<file path="src/rtl/ap_pass_sequencer_pkg.sv">
// ap_seq_pkg: op/state enums, ABS pass code and compare-key LUT shared by the pass sequencer.
package ap_seq_pkg;
    typedef enum logic [1:0] {OP_LOAD, OP_ADD, OP_ABS, OP_RSV} op_e;
    typedef enum logic [2:0] {S_IDLE, S_LOAD, S_CMP, S_WR, S_DONE} state_e;
    localparam logic [2:0] PASS_ABS = 3'd4;
    localparam logic [3:0] KEY_LUT = 4'b0110;
    function automatic logic key_lut(input logic pass0, input logic col0);
        return KEY_LUT[{pass0, col0}];
    endfunction
endpackage

</file>
<file path="src/rtl/ap_pass_sequencer_if.sv">
// ap_pass_sequencer_if: command handshake from the decoder plus the array control lines.
interface ap_pass_sequencer_if #(parameter int COL_W = 3);
    logic             cmd_valid;
    logic             cmd_ready;
    logic [1:0]       cmd_op;
    logic             cell_load_n;
    logic [COL_W-1:0] col_sel;
    logic             mask;
    logic             key;
    logic [2:0]       pass;
    logic             abs_opt;
    logic             wr_phase;
    logic             done;
    logic             err;
    modport master (output cmd_valid, cmd_op,
                    input  cmd_ready, cell_load_n, col_sel, mask, key, pass, abs_opt, wr_phase, done, err);
    modport slave  (input  cmd_valid, cmd_op,
                    output cmd_ready, cell_load_n, col_sel, mask, key, pass, abs_opt, wr_phase, done, err);
endinterface

</file>
<file path="src/rtl/ap_pass_sequencer_col_pass_cnt.sv">
// ap_col_pass_cnt: nested pass/column counter; ABS runs a single fixed pass code per column.
module ap_col_pass_cnt
    import ap_seq_pkg::*;
#(
    parameter int WORD_W = 8,
    parameter int N_PASS = 4,
    parameter int COL_W  = $clog2(WORD_W)
) (
    input  logic             clk,
    input  logic             rstIn,
    input  logic             start_i,
    input  logic             step_i,
    input  logic             abs_i,
    output logic [COL_W-1:0] col_o,
    output logic [2:0]       pass_o,
    output logic             col0_d_o,
    output logic             pass0_d_o,
    output logic             last_o
);
    logic [COL_W-1:0] col_q, col_d;
    logic [2:0]       pass_q, pass_d, pass_first;
    logic             last_pass;
    always_comb begin
        pass_first = abs_i ? PASS_ABS : 3'd0;
        last_pass  = abs_i || pass_q == 3'(N_PASS - 1);
        last_o     = last_pass && col_q == COL_W'(WORD_W - 1);
        // the final step returns both counters to zero so idle outputs match reset
        col_d  = (start_i || (step_i && last_o)) ? '0 :
                 (step_i && last_pass) ? col_q + COL_W'(1) : col_q;
        pass_d = start_i ? pass_first :
                 !step_i ? pass_q :
                 last_o ? 3'd0 :
                 last_pass ? pass_first : pass_q + 3'd1;
    end
    always_ff @(posedge clk or negedge rstIn) begin
        if (!rstIn) begin
            col_q  <= '0;
            pass_q <= '0;
        end else begin
            col_q  <= col_d;
            pass_q <= pass_d;
        end
    end
    assign col_o     = col_q;
    assign pass_o    = pass_q;
    assign col0_d_o  = col_d[0];
    assign pass0_d_o = pass_d[0];
endmodule

</file>
<file path="src/rtl/ap_pass_sequencer.sv">
// ap_pass_sequencer: turns LOAD/ADD/ABS commands into per-column compare/write cycles for the cell array.
// Define AP_ABS_EN to accept ABS; otherwise ABS is rejected like the reserved op.
module ap_pass_sequencer
    import ap_seq_pkg::*;
#(
    parameter int WORD_W = 8,
    parameter int N_PASS = 4,
    parameter int COL_W  = $clog2(WORD_W)
) (
    input  logic               clk,
    input  logic               rstIn,
    ap_pass_sequencer_if.slave bus
);
`ifdef AP_ABS_EN
    localparam logic ABS_EN = 1'b1;
`else
    localparam logic ABS_EN = 1'b0;
`endif
    state_e           state_q, state_d;
    op_e              op;
    logic             illegal, start, step, last, col0_nx, pass0_nx;
    logic             abs_q, abs_d;
    logic [COL_W-1:0] col;
    logic [2:0]       pass;
    logic ready_q, ready_d, load_n_q, load_n_d, mask_q, mask_d, key_q, key_d;
    logic abs_opt_q, abs_opt_d, wr_q, wr_d, done_q, done_d, err_q, err_d;
    ap_col_pass_cnt #(.WORD_W(WORD_W), .N_PASS(N_PASS), .COL_W(COL_W)) u_cnt (
        .clk       (clk),
        .rstIn     (rstIn),
        .start_i   (start),
        .step_i    (step),
        .abs_i     (abs_d),
        .col_o     (col),
        .pass_o    (pass),
        .col0_d_o  (col0_nx),
        .pass0_d_o (pass0_nx),
        .last_o    (last)
    );
    always_comb begin
        op      = op_e'(bus.cmd_op);
        illegal = op == OP_RSV || (op == OP_ABS && !ABS_EN);
        state_d = state_q;
        abs_d   = abs_q;
        start   = 1'b0;
        step    = 1'b0;
        err_d   = 1'b0;
        unique case (state_q)
            S_IDLE: if (bus.cmd_valid) begin
                err_d   = illegal;
                start   = !illegal && op != OP_LOAD;
                abs_d   = !illegal && op == OP_ABS;
                state_d = illegal ? S_IDLE : (op == OP_LOAD ? S_LOAD : S_CMP);
            end
            S_LOAD: state_d = S_DONE;
            S_CMP:  state_d = S_WR;
            S_WR: begin
                step    = 1'b1;
                state_d = last ? S_DONE : S_CMP;
            end
            S_DONE: begin
                state_d = S_IDLE;
                abs_d   = 1'b0;
            end
            default: state_d = S_IDLE;
        endcase
        // outputs are decoded from the next state so every control line leaves a flop
        ready_d   = state_d == S_IDLE;
        load_n_d  = state_d != S_LOAD;
        mask_d    = state_d == S_CMP;
        key_d     = state_d == S_CMP && key_lut(pass0_nx, col0_nx);
        abs_opt_d = (state_d == S_CMP || state_d == S_WR) && abs_d;
        wr_d      = state_d == S_WR;
        done_d    = state_d == S_DONE;
    end
    always_ff @(posedge clk or negedge rstIn) begin
        if (!rstIn) begin
            state_q   <= S_IDLE;
            abs_q     <= 1'b0;
            ready_q   <= 1'b1;
            load_n_q  <= 1'b1;
            mask_q    <= 1'b0;
            key_q     <= 1'b0;
            abs_opt_q <= 1'b0;
            wr_q      <= 1'b0;
            done_q    <= 1'b0;
            err_q     <= 1'b0;
        end else begin
            state_q   <= state_d;
            abs_q     <= abs_d;
            ready_q   <= ready_d;
            load_n_q  <= load_n_d;
            mask_q    <= mask_d;
            key_q     <= key_d;
            abs_opt_q <= abs_opt_d;
            wr_q      <= wr_d;
            done_q    <= done_d;
            err_q     <= err_d;
        end
    end
    assign bus.cmd_ready   = ready_q;
    assign bus.cell_load_n = load_n_q;
    assign bus.col_sel     = col;
    assign bus.mask        = mask_q;
    assign bus.key         = key_q;
    assign bus.pass        = pass;
    assign bus.abs_opt     = abs_opt_q;
    assign bus.wr_phase    = wr_q;
    assign bus.done        = done_q;
    assign bus.err         = err_q;
endmodule

</file>
<file path="src/flat_wrapper.sv">
// flat-port wrapper written by rule: the top's interface ports become plain ports
module ap_pass_sequencer_flat import ap_seq_pkg::*;
#(
    parameter int WORD_W = 8,
    parameter int N_PASS = 4,
    parameter int COL_W  = $clog2(WORD_W)
)
  (clk, rstIn, bus_cmd_valid, bus_cmd_op, bus_cmd_ready, bus_cell_load_n, bus_col_sel, bus_mask, bus_key, bus_pass, bus_abs_opt, bus_wr_phase, bus_done, bus_err);
  ap_pass_sequencer_if #(.COL_W(COL_W)) bus_i ();
  input  logic clk;
  input  logic rstIn;
  input wire logic [$bits(bus_i.cmd_valid)-1:0] bus_cmd_valid;
  input wire logic [$bits(bus_i.cmd_op)-1:0] bus_cmd_op;
  output wire logic [$bits(bus_i.cmd_ready)-1:0] bus_cmd_ready;
  output wire logic [$bits(bus_i.cell_load_n)-1:0] bus_cell_load_n;
  output wire logic [$bits(bus_i.col_sel)-1:0] bus_col_sel;
  output wire logic [$bits(bus_i.mask)-1:0] bus_mask;
  output wire logic [$bits(bus_i.key)-1:0] bus_key;
  output wire logic [$bits(bus_i.pass)-1:0] bus_pass;
  output wire logic [$bits(bus_i.abs_opt)-1:0] bus_abs_opt;
  output wire logic [$bits(bus_i.wr_phase)-1:0] bus_wr_phase;
  output wire logic [$bits(bus_i.done)-1:0] bus_done;
  output wire logic [$bits(bus_i.err)-1:0] bus_err;
  assign bus_i.cmd_valid = bus_cmd_valid;
  assign bus_i.cmd_op = bus_cmd_op;
  assign bus_cmd_ready = bus_i.cmd_ready;
  assign bus_cell_load_n = bus_i.cell_load_n;
  assign bus_col_sel = bus_i.col_sel;
  assign bus_mask = bus_i.mask;
  assign bus_key = bus_i.key;
  assign bus_pass = bus_i.pass;
  assign bus_abs_opt = bus_i.abs_opt;
  assign bus_wr_phase = bus_i.wr_phase;
  assign bus_done = bus_i.done;
  assign bus_err = bus_i.err;
  ap_pass_sequencer #(.WORD_W(WORD_W), .N_PASS(N_PASS), .COL_W(COL_W)) u_core (.clk(clk), .rstIn(rstIn), .bus(bus_i));
endmodule
</file>
<file path="config.mk">
export PLATFORM = sky130hd
export DESIGN_NAME = ap_pass_sequencer_flat
export DESIGN_NICKNAME = d
export VERILOG_FILES = /design/src/rtl/ap_pass_sequencer_pkg.sv /design/src/rtl/ap_pass_sequencer_if.sv /design/src/rtl/ap_pass_sequencer_col_pass_cnt.sv /design/src/rtl/ap_pass_sequencer.sv /design/src/flat_wrapper.sv
export SDC_FILE = /design/constraint.sdc
export NUM_CORES = 1
export LEC_CHECK = 0
export CAP_MARGIN = 20
export CORE_AREA = 2 2 64 66
export DETAILED_ROUTE_END_ITERATION = 8
export DIE_AREA = 0 0 66 68
export HOLD_SLACK_MARGIN = 0.06
export RECOVER_POWER = 25
export REMOVE_ABC_BUFFERS = 1
export SETUP_SLACK_MARGIN = 0.1
export SLEW_MARGIN = 25
export SYNTH_ARGS = -nofsm -noshare
export SYNTH_HDL_FRONTEND = slang
export SYNTH_HIERARCHICAL = 1
export SYNTH_SLANG_ARGS = --single-unit
</file>
<file path="constraint.sdc">
create_clock -name clk -period 1.9 [get_ports clk]
set_input_delay 0.38 -clock clk [delete_from_list [all_inputs] [get_ports clk]]
set_output_delay 0.38 -clock clk [all_outputs]
set_load 0.02 [all_outputs]
</file>
---- Word-level counts from Yosys, hierarchy flattened ----
Index checks and enable logic that the tools add are counted.
word-level totals
  output and inout port bits .............. 14
  flip-flop bits (word level) ............. 18
cells by class
  add/sub/neg operators ................... 2
  reductions and logical operators ........ 18
  $lt $le $gt $ge ......................... 1
  mux-type cells .......................... 21
  equality and inequality tests ........... 12
operators by type and width
  kind                                                    count
  2-to-1 mux 3 bit                                        10
  equality test 3 x 2 -> 1 bit (second input constant)    5
  one-hot mux 3 bit (4 select lines)                      1
  equality test 3 bit (second input constant)             3
  logical AND 1 bit                                       7
  2-to-1 mux 1 bit                                        7
  adder 3 x 1 -> 3 bit (second input constant)            2
  logical NOT 3 bit                                       2
  nonzero test 2 bit                                      3
  equality test 2 bit (second input constant)             2
  logical OR 1 bit                                        4
  equality test 3 x 1 -> 1 bit (second input constant)    1
  < comparator 2 x 3 -> 1 bit (second input constant)     1
  inequality test 3 x 1 -> 1 bit (second input constant)  1
  binary-select mux 1 bit (select 2 bit)                  1
  logical NOT 2 bit                                       1
  2-to-1 mux 2 bit                                        1
  one-hot mux 1 bit (2 select lines)                      1
  logical NOT 1 bit                                       1

---- Depth between registers and ports, before layout ----
Gate-level depths: netlist of the first run.
  word-level depth ........................ 14
  gate-level depth with buffers ........... 8
  gate-level depth less buffers ........... 7

---- Modules after synthesis ----
Netlist of the first run, hierarchy kept.
modules (own cells, without submodules)
  module             area an instance (µm²)  times used  cells an instance
  ap_pass_sequencer  488.0                   1           38
  ap_col_pass_cnt    354.1                   1           35

---- Least setup slack after synthesis of the first run ----
OpenSTA, ideal clock, no wires.
  path kind ............................... register to register
  start ................................... register u_core.state_q[1]
  end ..................................... register u_core.key_q (netlist: u_core/bus.key)
  clock period less this slack ............ 1.731 ns
  buffers on the path ..................... 1
  stages on the path, launching flop included .. 9
  arrival ................................. 1.604 ns
  slack ................................... 0.169 ns
  cells stage by stage .................... dfrtp_1 nor2b_2 and2_2 buf_6 o21ai_2 or3_1 a21oi_2 xnor2_1 nor3_2
between the ends
  elaborated cells between the ends (all ways) .. 26
RTL lines
  element                                                      line                                                                        RTL
  start, declared                                              ap_pass_sequencer.sv:19                                                     state_e state_q, state_d;
  start signal, assigned                                       ap_pass_sequencer.sv:88                                                     state_q <= state_d;
  equality test 3 x 2 -> 1 bit *                               ap_pass_sequencer.sv:47                                                     unique case (state_q)
  2-to-1 mux 1 bit *                                           ap_pass_sequencer.sv:47
  named net u_core.step                                        ap_pass_sequencer.sv:21                                                     logic illegal, start, step, last, col0_nx, pass0_nx;
  logical AND 1 bit, on equally long branches                  ap_pass_sequencer_col_pass_cnt.sv:29, ap_pass_sequencer_col_pass_cnt.sv:28
  2-to-1 mux 3 bit / logical OR 1 bit (equally long branches)  ap_pass_sequencer_col_pass_cnt.sv:29, ap_pass_sequencer_col_pass_cnt.sv:28
  2-to-1 mux 3 bit *                                           ap_pass_sequencer_col_pass_cnt.sv:28                                        col_d = (start_i || (step_i && last_o)) ? '0 :
  named net u_core.col0_nx                                     ap_pass_sequencer.sv:21
  binary-select mux 1 bit (select 2 bit) *                     ap_pass_sequencer_pkg.sv:8                                                  return KEY_LUT[{pass0, col0}];
  2-to-1 mux 1 bit (not written as such) *                     ap_pass_sequencer_pkg.sv:8
  logical AND 1 bit *                                          ap_pass_sequencer.sv:70                                                     key_d = state_d == S_CMP && key_lut(pass0_nx, col0_nx);
  named net u_core.key_d                                       ap_pass_sequencer.sv:25                                                     logic ready_q, ready_d, load_n_q, load_n_d, mask_q, mask_d, key_q, key_d;
  end signal, assigned                                         ap_pass_sequencer.sv:93                                                     key_q <= key_d;
  end, declared                                                ap_pass_sequencer.sv:25
Mark *: on every way through the listed nets, which the timed path passes. The rest lies on a longest branch. The select of a mux whose other input is x is not followed.
A chain may end at the register's enable or synchronous reset.

---- Final worst setup path of the first run ----
  start ................................... register u_core.ready_q (netlist: u_core/bus.cmd_ready)
  end ..................................... output bus_cmd_ready
RTL lines
  element                 line                     RTL
  start, declared         ap_pass_sequencer.sv:25
  start signal, assigned  ap_pass_sequencer.sv:90  ready_q <= ready_d;
  end, declared           flat_wrapper.sv:14       output wire logic [$bits(bus_i.cmd_ready)-1:0] bus_cmd_ready;
No word-level cell between the ends.

==> qor.yml, run 1 <==
status: "completed"
antenna_found_initial: 0
grt_pass1_vias: 669
tightest_slew_ns: 0.972
synth.distinct_cells: 33
cts_root_buf: "clkbuf_8"
path_delay_family: "buffers and inverters"
synth_flop_cell: "dfrtp_1"
r2r-end: "u_core/bus.key"
startpoint_type: "register"
first_iter_violations: 13
hold_viol: 0
reg2reg_from: "u_core/u_cnt/pass_o[0]"
num_vias: 644
setup_viol: 0
slowest_stage: "clkdlybuf4s50_1"
critical_path_class: "register to primary output"
hold_path.class: "register to register"
power.total_uw: 1740
cp_max_fo: 1
ff2ff_setup_slack_ns: 0.19
via_per_inst: 4.05
synth_edf_count: 0
antennaDiodeCount: 0
cts_tree: "yes"
fp-row-count: 23
cp_num_buf_inv: 1
drc: 0
slew_violations: 0
cts_buffer_depth: 2
vdd_ir_drop_max_mv: 0.280
crit_path_max_incr_delay_ns: 0.59
cellLeakagePower_uw: 0.000562
numClockSinks: 18
synthSimpleGateAreaFrac_pct: 23.0
fin_util_pct: 32.6
path_clk_slew_ns: 0.07
worstPathArrival_ns: 1.36
holdCritStartpoint: "u_core/u_cnt/col_o[2]"
muxShareOfSynthArea_pct: 1.19
htreeDepth: 1
timing.final.crit_share_pct: 91.7
cts_inserted_buffers: 3
period_needed_ns: 1.74
cap_violations: 0
end_kind: "primary output"
clock_skew_ns: 0.00431
path_cells: "clkdlybuf4s50_1"
wirelength_um: 1760
drt_pass1_iterations: 3
coreArea_mm2: 0.00386
holdPathStages: 2
rsz0062_at_grt: "false"
grt_max_degree: 19
initial_core_util_pct: 21.8
boundaryPins: 19
globalRouteTotalUtil_pct: 8.65
yosys_warnings: 6
required_ns: 1.52
dp_hpwl_um: 1350
powerDensity_mw_per_mm2: 1380
grt_first_pass_wirelength_um: 2900
final_common_cell: "clkdlybuf4s50_1"
area_growth_pct: 49.2
synth_cells: 73
nNetsFinal: 119
final_cell_mix: "clkdlybuf4s50_1 (16), buf_4 (15), dfrtp_1 (14)"
io_buffers: 18
grt_overflow_total: 0
synthAdderAreaFrac_pct: 5.94
async_flop_share_pct: 100
final_layout_size_suffix_gt1_share_pct: 32.1
synth_area_per_cell_um2: 11.5
ant_nets: 0
place_congestion: 0.789
final_cells: 159
synth_seq_cells: 18
num-fill-cells: 401
relSlewSlack_pct: 35.2
mappedNetlistArea_um2: 842
clkLatencyLatePin_ns: 0.25
yosysSeqAreaShare_pct: 53.8
synthXorXnorAreaFrac_pct: 2.08
wl_per_cell_um: 11.1
synth_compound_area_share_pct: 10.7
die_h_um: 68
die_x_um: 66
min_to: "u_core/u_cnt/col_o[2]"
synth_top_family_by_area: "simple AND/OR/NAND/NOR gates"
dieArea_mm2: 0.00449
dp_cells: 153
fmax_mhz: 574
reg2reg_depth: 7
## sequential cells by signal, summed over array words and instances (netlist names)
name                    count
u_core/bus.mask             1
u_core/u_cnt/col_o          3
u_core/bus.key              1
u_core/bus.cell_load_n      1
u_core/abs_q                1
u_core/state_q              3
u_core/u_cnt/pass_o         3
u_core/bus.done             1
u_core/bus.abs_opt          1
u_core/bus.err              1
u_core/bus.cmd_ready        1
u_core/bus.wr_phase         1
## metrics by stage
| stage | cell area (um2) | worst slack (ns) | TNS [ns] | hold WS (ns) |
|---|---|---|---|---|
| after global routing | 1260 | 0.0989 | 0 | 0.591 |
| after floorplan | 826 | 0.192 | 0 | 0.0844 |
| after global placement | 1170 | -0.172 | -1.01 | 0.541 |
| final | 1260 | 0.158 | 0 | 0.551 |
| after detailed placement | 1170 | -0.189 | -1.05 | 0.546 |
| after CTS | 1240 | 0.150 | 0 | 0.468 |
## worst reg2reg max path: stages, from the launching register on
cell and delay (ns):
dfrtp_1 0.39, ha_1 0.18, ha_2 0.23, o21ai_2 0.09, or3_1 0.32, a21oi_2 0.18
xnor2_1 0.17, nor3_2 0.05
## cell families after synthesis
| family | after synthesis |
|---|---|
| simple gates | 31 |
| flops | 18 |
| compound gates | 12 |
| buf+inv | 5 |
| fa+ha+maj | 4 |
| xor+xnor | 2 |
| mux | 1 |
## routing by layer
metal  vias to the layer above  share of wire [%]  track usage [%]
li1                        320                  -                -
met1                       310                 42             9.26
met2                        14                 52             16.0
met3                         0                5.7             2.80
met4                         0                  0             3.06
met5                         -                  0                0
## what timing repair did
action | CTS | global route
gates resized for setup | 3 | 4
hold buffers | 0 | 0
endpoints found under the setup margin | 2 | 4
pin swaps | 3 | 3
buffers inserted | 1 | 1
## power breakdown
group	switching (uW)	internal, uW	leakage (uW)
clock	127	184	0.0000288
sequential	107	519	0.000233
combinational	386	415	0.000300
## cell type report
type                       instances  area [um2]  share of cell area (%)
tap                               50        62.6                    4.98
timing repair buffer              34         295                    23.5
sequential                        18         455                    36.3
clock buffer                       4        55.1                    4.38
multi-input combinational         50         377                    30.0
inverter                           3        11.3                   0.896
## synthesized netlist by cell type, types with 2 or more instances
cell type	instances	area share, %
a21oi_1	3	1.8
dfrtp_1	16	48
ha_1	4	5.9
o21a_1	2	1.8
nand3b_1	2	1.8
nand2b_1	2	1.5
nand2_1	5	2.2
o21ai_0	2	1.2
nor2b_1	3	2.2
dfstp_2	2	6.2
xnor2_1	2	2.1
nor2_1	4	1.8
inv_1	3	1.3
and3_1	3	2.2
nor3_1	2	1.2
## worst max path at each step
stage	depth (start not counted)	startpoint	to	slack [ns]
floorplan	7	u_core/state_q[1]	u_core/bus.key	0.19
global placement	7	bus_cmd_valid	u_core/bus.key	-0.17
detailed placement	7	bus_cmd_valid	u_core/bus.key	-0.19
CTS	1	u_core/bus.cmd_ready	bus_cmd_ready	0.15
global route	7	u_core/u_cnt/pass_o[0]	u_core/bus.key	0.1
finish	1	u_core/bus.cmd_ready	bus_cmd_ready	0.16
Power figures use the tool's default switching activity.
==> run 2, diff against run 1 <==
CTS_CLUSTER_DIAMETER = 150   (was not set)
clock period = 1.93 ns   (was 1.9 ns; I/O delays follow)
==> qor.yml, run 2 (synthesized netlist as in run 1, its figures left out) <==
end_kind: "primary output"
initial_core_util_pct: 21.8  # unchanged
area_growth_pct: 47.7
place_area_mm2: 0.00117  # unchanged
postCtsHoldBufs: 0  # unchanged
slew_violations: 0  # unchanged
final_layout_size_suffix_gt1_share_pct: 29.6  # -2.5 points
critical_path_class: "register to primary output"
clock_skew_ns: 0.00510  # +0.000790 ns
cts_tree: "yes"
ant_nets: 0  # unchanged
boundaryPins: 19  # unchanged
finalSetupTns_ns: 0  # unchanged
cts_inserted_buffers: 3  # unchanged
timing.final.crit_share_pct: 90.4
crit_path_max_incr_delay_ns: 0.59  # about the same
io_buffers: 18  # unchanged
required_ns: 1.54  # +0.02 ns
powerDensity_mw_per_mm2: 1340  # -3.0%
path_delay_family: "buffers and inverters"
cp_num_buf_inv: 1  # unchanged
first_iter_violations: 7  # -6
die_x_um: 66  # unchanged
hold_viol: 0  # unchanged
via_per_inst: 3.99  # -1.4%
numClockSinks: 18  # unchanged
path_cells: "clkdlybuf4s50_1"
globalRouteTotalUtil_pct: 8.38  # -0.27 points
grt_overflow_total: 0  # unchanged
power.total_uw: 1670  # -4.0%
fp-row-count: 23  # unchanged
nNetsFinal: 118  # -0.84%
final_common_cell: "clkdlybuf4s50_1"
power_frac_comb_pct: 45.2  # -0.9 points
grt_max_degree: 19  # unchanged
clkLatencyLatePin_ns: 0.25  # about the same
cts_root_buf: "clkbuf_8"
htreeDepth: 1  # unchanged
antenna_found_initial: 0  # unchanged
period_needed_ns: 1.74
cellLeakagePower_uw: 0.000563  # +0.19%
holdCritStartpoint: "bus_cmd_valid"
relSlewSlack_pct: 36.2  # +0.96 points
fmax_mhz: 573
path_clk_slew_ns: 0.07  # about the same
cts_buffer_depth: 2  # unchanged
rsz0062_at_grt: "false"
setup_viol: 0  # unchanged
reg2reg_depth: 7  # unchanged
die_h_um: 68  # unchanged
grt_first_pass_wirelength_um: 2800  # -3.5%
p_sw_share_pct: 35.4  # -0.31 points
startpoint_type: "register"
ff2ff_setup_slack_ns: 0.23  # +0.04 ns
netSwitchingPower_uw: 591  # -4.8%
holdPathStages: 2  # unchanged
min_to: "u_core/bus.err"
antennaDiodeCount: 0  # unchanged
slowest_stage: "clkdlybuf4s50_1"
worstPathArrival_ns: 1.36  # about the same
drc: 0  # unchanged
cp_max_fo: 1  # unchanged
coreArea_mm2: 0.00386  # unchanged
num_vias: 631  # -2.0%
fin_area_mm2: 0.00124  # -1.0%
wirelength_um: 1640  # -6.9%
dieArea_mm2: 0.00449  # unchanged
final_cell_mix: "clkdlybuf4s50_1 (16), dfrtp_1 (15), buf_4 (14)"
tightest_slew_ns: 0.958  # -0.0144 ns
status: "completed"
reg2reg_from: "u_core/u_cnt/pass_o[0]"
place_congestion: 0.789  # about the same
vdd_ir_drop_max_mv: 0.259  # -7.5%
pwr-share-seq_pct: 36.8  # +0.8 points
grt_pass1_vias: 635  # -5.1%
hold_path.class: "primary input to register"
drt_pass1_iterations: 4  # +1
power.share.clock_pct: 18.1  # +0.2 points
cap_violations: 0  # unchanged
wl_per_cell_um: 10.4  # -6.3%
dp_hpwl_um: 1300  # -4.0%
hold_ws_ns: 0.462  # -0.0889 ns
cellInternalPower_uw: 1080  # -3.5%
r2r-end: "u_core/bus.key"
## run 2: cell types whose count changed in the layout (fill, tap and decap cells not counted)
cell | before | now
dlygate4sd2_1 | 1 | 0
nor2b_4 | 1 | 0
nor2_1 | 3 | 4
buf_4 | 15 | 14
nor2b_2 | 0 | 1
nor2_2 | 1 | 0
dfrtp_2 | 2 | 1
dfrtp_1 | 14 | 15
dlymetal6s2s_1 | 0 | 1
## run 2: layer usage
layer | global-route usage [%] | up-vias | wire, um | part of all wire, %
met3 | 2.80 | 0 | 121 | 7.4
met5 | 0 | - | 0 | 0
met4 | 3.06 | 0 | 0 | 0
met1 | 8.97 | 296 | 697 | 42
li1 | - | 319 | - | -
met2 | 15.4 | 16 | 822 | 50
## run 2: power by group through the flow
stage	logic [uW]	registers, uW	clock network, uW
5_1_grt	828	630	333
3_3_place_gp	747	619	0
2_1_floorplan	299	728	0
4_1_cts	764	617	310
3_5_place_dp	753	624	0
6_report	755	614	302
## run 2: worst max-delay path by stage
stage                              start                 end  slack [ns]  cells past startpoint
global placement           bus_cmd_valid  u_core/bus.abs_opt       -0.15                      9
floorplan              u_core/state_q[1]      u_core/bus.key        0.22                      7
CTS                        bus_cmd_valid      u_core/bus.key        0.11                      8
global route           u_core/state_q[0]  u_core/bus.abs_opt        0.11                      7
finish              u_core/bus.cmd_ready       bus_cmd_ready        0.19                      1
detailed placement         bus_cmd_valid      u_core/bus.key       -0.20                      7
## run 2: area by class of cell
class / instances / area [um2]
clock buffers: 4 / 55.1
fillers: 400 / 2610
inverters: 3 / 11.3
multi-input cells: 50 / 369
flip-flops and latches: 18 / 454
well taps: 50 / 62.6
repair buffers: 33 / 292
## run 2: timing repair
item	4_1_cts	5_1_grt
buffers inserted	0	1
setup endpoints to repair	1	6
resized for setup	1	3
pin swaps	0	4
## run 2: metrics by stage
step / std cells / setup slack (ns) / util, %
4_1_cts: 157 / 0.106 / 32.0
2_1_floorplan: 71 / 0.222 / -
3_5_place_dp: 153 / -0.202 / 30.4
3_3_place_gp: 153 / -0.148 / 30.4
5_1_grt: 158 / 0.106 / 32.3
6_report: 158 / 0.186 / 32.3
